==> src/rtl/control_sequencer.sv <==
// rtl/control_sequencer.sv - fetch/decode/execute controller with a timed data-memory handshake
module control_sequencer #(
  parameter int WAIT_MAX = 15
) (
  input  logic       clk,
  input  logic       CLB,
  input  logic [7:0] instr,
  input  logic       zero_flag,
  input  logic       mem_ready,
  output logic       IncPC,
  output logic       LoadPC,
  output logic       selPC,
  output logic [3:0] imm,
  output logic [1:0] rd,
  output logic [1:0] rs,
  output logic [2:0] alu_op,
  output logic       reg_we,
  output logic       mem_req,
  output logic       mem_we,
  output logic       halted,
  output logic       mem_err,
  output logic       illegal,
  output logic [7:0] instr_count
);

  typedef enum logic [2:0] {
    S_FETCH,
    S_DECODE,
    S_EXEC,
    S_MEM,
    S_HALT
  } state_t;

  localparam logic [7:0] WAIT_LAST = 8'(WAIT_MAX - 1);

  state_t     state, state_nx;
  logic [7:0] ir;
  logic [7:0] wait_cnt;
  logic [3:0] op;
  logic       timeout;

  assign op      = ir[7:4];
  assign imm     = ir[3:0];
  assign rs      = ir[1:0];
  // LDI always targets R0 regardless of the encoded rd bits
  assign rd      = (op == 4'h1) ? 2'b00 : ir[3:2];
  assign halted  = (state == S_HALT);
  assign timeout = (state == S_MEM) && !mem_ready && (wait_cnt == WAIT_LAST);

  always_ff @(posedge clk or posedge CLB) begin
    if (CLB) begin
      state       <= S_FETCH;
      ir          <= 8'h00;
      wait_cnt    <= 8'h00;
      instr_count <= 8'h00;
      mem_err     <= 1'b0;
    end else begin
      state <= state_nx;
      if (state == S_FETCH)
        ir <= instr;
      if (state == S_MEM)
        wait_cnt <= wait_cnt + 8'h01;
      else
        wait_cnt <= 8'h00;
      if (IncPC || LoadPC)
        instr_count <= instr_count + 8'h01;
      if (timeout)
        mem_err <= 1'b1;
    end
  end

  always_comb begin
    state_nx = state;
    IncPC    = 1'b0;
    LoadPC   = 1'b0;
    selPC    = 1'b0;
    alu_op   = 3'd0;
    reg_we   = 1'b0;
    mem_req  = 1'b0;
    mem_we   = 1'b0;
    illegal  = 1'b0;
    case (state)
      S_FETCH:  state_nx = S_DECODE;
      S_DECODE: state_nx = S_EXEC;
      S_EXEC: begin
        state_nx = S_FETCH;
        case (op)
          4'h0: IncPC = 1'b1;
          4'h1, 4'h2, 4'h3, 4'h4, 4'h5, 4'h6: begin
            reg_we = 1'b1;
            IncPC  = 1'b1;
            alu_op = op[2:0] - 3'd1;
          end
          4'h7, 4'h8: state_nx = S_MEM;
          4'h9: LoadPC = 1'b1;
          4'hA: begin
            LoadPC = 1'b1;
            selPC  = 1'b1;
          end
          4'hB: begin
            if (zero_flag)
              LoadPC = 1'b1;
            else
              IncPC = 1'b1;
          end
          4'hF: state_nx = S_HALT;
          default: begin
            IncPC   = 1'b1;
            illegal = 1'b1;
          end
        endcase
      end
      S_MEM: begin
        mem_req = 1'b1;
        mem_we  = (op == 4'h8);
        if (mem_ready) begin
          reg_we   = (op == 4'h7);
          IncPC    = 1'b1;
          state_nx = S_FETCH;
        end else if (timeout) begin
          state_nx = S_HALT;
        end
      end
      S_HALT:  state_nx = S_HALT;
      default: state_nx = S_FETCH;
    endcase
  end

endmodule

==> config.mk <==
export PLATFORM = sky130hd
export DESIGN_NAME = control_sequencer
export DESIGN_NICKNAME = d
export VERILOG_FILES = /design/src/rtl/control_sequencer.sv
export SDC_FILE = /design/constraint.sdc
export NUM_CORES = 1
export LEC_CHECK = 0
export CAP_MARGIN = 5
export CORE_MARGIN = 2
export CORE_UTILIZATION = 48
export CTS_CLUSTER_DIAMETER = 30
export DETAILED_ROUTE_END_ITERATION = 8
export PLACE_DENSITY_LB_ADDON = 0.3
export SLEW_MARGIN = 20
export SYNTH_ARGS = -nofsm -noshare
export SYNTH_HDL_FRONTEND = slang
export SYNTH_SLANG_ARGS = --single-unit
export TNS_END_PERCENT = 20
==> constraint.sdc <==
create_clock -name clk -period 2.6 [get_ports clk]
set_input_delay 0.52 -clock clk [delete_from_list [all_inputs] [get_ports clk]]
set_output_delay 0.52 -clock clk [all_outputs]
set_load 0.005 [all_outputs]
==> results.md <==
* Global Route Usage Sum at about a fifth
* Setup violators final at 3
* Die X at around 61 um
* DR WL/cell at 14.1 um
* Critical path class: register to output port
* Number of cell rows at 20
* Sequential share of power at 33.2%
* WP data arrival at approximately 2.3 ns
* Post-route minimum period at roughly 2.8 ns
* Total Nets Final at 216
* DR vias at 1260
* Detailed Place HPWL at approximately 2300 um
* Synthesis-to-layout area growth at 36.5%
* First-pass GRT wire length at 5200 um
* Tot Pwr at 2.26 mW
* Synth top area share at roughly 45%
* Total grt overflow at 0
* DP Area at 1980 um2
* Leak pwr at 0.956 nW
* Root buf cell: clkbuf_4
* Crit. End Element: output port
* CTS Hold Bufs at 0
* Clk_lat worst skew at between 0.3 and 0.4 ns
* Synth area leader: dfrtp_1
* Relative slew slack at between 50 and 60%
* Design Area, Final at approximately 2100 um2
* Gpl congestion at 0.844
* ANT cells at 0
* Clock Path Buffers at 2
* Yosys warns at 0
* Worst-path clk slew at 0.16 ns
* Largest net degree at the start of global routing at 29
* Max-Cap Viols at 0
* Post-synthesis instance total at roughly 150
* Initial core utilization at 50.7%
* CTS tree: done
* Cell area power density at 1060 nW/um2
* Post-Syn Area at approximately 1600 um2
* Violation count after the first detailed-route iteration at 83
* Initial antenna violation count at 0
* Total core area at 3080 um2
* Setup WS post-layout at -0.207 ns
* Failing checks: setup timing
* Avg Inst Size Synth at between 10 and 15 um2
* CP Launch Type: register
* DRT Pass-1 Iters at 4
* Dpl cells at 230
* Fin crit share at 108%
* Register bit total from synthesis at 28
* Peak Freq at 356 MHz
* H-tree level count at 1
* Unrepaired setup endpoints after global routing: true
* Share of cells above drive strength 1 at about a fifth
* Synth cell types at 40
* TritonCTS Buffers at 3
* Met2 Use GR at between 30% and 40%
* Outcome: finished with violations
* I/O pins at 40
* Worst-Margin Slew at between 0.6 and 0.7 ns
* Antenna-violating nets left at 0
* Routed WL at 3370 um
* Hold Violations, Final at 0
* Number of global-route vias before repair at 1170
* Sw Pwr at 829 uW
* Worst hold path class: register to register
* Met3 Usage GRT at ~3.2%
* Fin cells at between 200 and 250
* Synth Net Count at 171
* Gr busiest metal: met2
* # clock sinks at 28
* Crit path max fanout at 4
* Seq/Total Area, Yosys at 44.9%
* Switching Share at 36.7%
* Port buffer count at 39
* P_int at 1.43 mW
* Clock power frac at about an eighth
* Final Max Slew Viols at 0
* Ranking of synthesized cells by area: dfrtp_1, ha_1, mux2_2, xnor2_1, nor2_1
* Worst EP required at 2.08 ns
* Vias per inst at between 5 and 6
* Met1 global-route usage at between 20% and 30%
* DRC at 0
* Die H at 61.0 um
* Worst clock skew at approximately 0.0068 ns
* Peak VDD IR at between 0.6 and 0.7 mV
* Combinational share of power at a little over half
* Die ar. at about 3700 um2
## power by group through the flow
stage / clock (mW) / sequential (mW) / combinational [mW]
after global placement: 0 / 0.733 / 1.05
after floorplan: 0 / 0.692 / 0.711
final: 0.298 / 0.750 / 1.21
after detailed placement: 0 / 0.745 / 1.09
after CTS: 0.296 / 0.738 / 1.12
after global routing: 0.323 / 0.776 / 1.31
## layer usage
layer  vias to the layer above  routed length (um)
met5                         -                   0
met4                         0                  31
met3                         2                 194
met2                        42                1720
met1                       622                1420
li1                        594                   -
## cell families (layout without fill, tap and decap cells)
group,count (synthesis),in the layout,synth area share (%)
buf+inv,17,61,5.86
simple gates,60,60,20.9
fa+ha+maj,8,8,6.42
mux,7,7,5.06
compound gates,17,17,8.43
xor+xnor,14,14,8.35
flops,28,28,44.9
## area by class of cell
class | instances | area, um2
multi-input combinational | 106 | 818
clock buffer | 3 | 22.5
tap | 44 | 55.1
fill | 239 | 950
sequential | 28 | 701
inverter | 7 | 26.3
timing repair buffer | 50 | 475
clock inverter | 1 | 30.0
## layout by cell type, fill, tap and decap left out, drive strengths merged, types with 2 or more instances in the layout
cell type	count
clkdlybuf4s50	34
dfrtp	28
nor2	18
buf	11
nand2	10
xnor2	8
ha	8
mux2	7
inv	7
xor2	6
nor2b	5
nand4	4
nand3	4
o21ai	4
nor3b	3
and3	3
clkbuf	3
and2	3
a21oi	2
a21o	2
dlygate4sd2	2
dlymetal6s2s	2
or3	2
and4	2
## sequential cells by signal, summed over array words and instances, names as in the netlist
| name | cells |
|---|---|
| instr_count | 8 |
| wait_cnt | 8 |
| mem_err | 1 |
| ir | 8 |
| state | 3 |
## final timing paths
kind / start / slack [ns] / cells past startpoint / endpoint
max in group asynchronous: CLB / 1.82 / 3 / ir[4]$_DFFE_PP0P_
worst min-delay path: mem_err$_DFFE_PP0P_ / 0.48 / 1 / mem_err$_DFFE_PP0P_
min in group asynchronous: CLB / 0.51 / 3 / instr_count[7]$_DFFE_PP0P_
worst max-delay path: ir[5]$_DFFE_PP0P_ / -0.21 / 6 / alu_op[1]
worst max register to register: ir[4]$_DFFE_PP0P_ / 0.30 / 8 / instr_count[5]$_DFFE_PP0P_
worst min register to register: mem_err$_DFFE_PP0P_ / 0.48 / 1 / mem_err$_DFFE_PP0P_
## timing repair
action                     CTS  global route
pin swaps                    2             2
hold endpoints to repair     0             0
setup endpoints to repair    8             7
buffers inserted             1             4
gates resized for setup      8            15
## through the flow
stage               setup TNS [ns]  util [%]  worst slack (ns)  hold WS, ns
floorplan                        0         -             0.639        0.451
global placement                 0      64.5            0.0718        0.445
detailed placement               0      64.5           0.00492        0.456
CTS                         -0.649      66.7            -0.172        0.491
global route                -0.814      69.1            -0.296        0.502
finish                      -0.479      69.1            -0.207        0.484
## worst max-delay path, cell delays in order, from the launching register on
cell	delay, ns
dfrtp_1	0.47
inv_2	0.12
ha_2	0.21
a2111oi_2	0.07
or3_4	0.45
nor2_1	0.11
clkdlybuf4s50_1	0.52
## synth_stat cells
cell	count
a211oi_1	1
buf_4	7
o21bai_1	1
nor2_1	18
nor3b_1	3
o21ai_0	4
xor2_2	1
or2b_1	1
or3_1	2
xnor2_1	8
ha_1	8
clkbuf_1	2
a221oi_1	1
or3b_4	1
and4_1	1
nand2b_1	1
nor2b_1	5
or2_2	1
a2111oi_0	1
nor3_2	1
buf_2	1
a21o_1	2
inv_1	7
mux2_2	7
nand4_1	4
xor2_1	5
and3_1	3
a21oi_1	2
nand3_1	4
and2_1	2
nand2_1	10
a31oi_4	1
a22o_1	1
and4_4	1
o31ai_1	1
dfrtp_1	28
nand4b_1	1
o21a_1	1
a211o_1	1
and2_4	1
No activity file was read; power rests on OpenSTA's default activity.
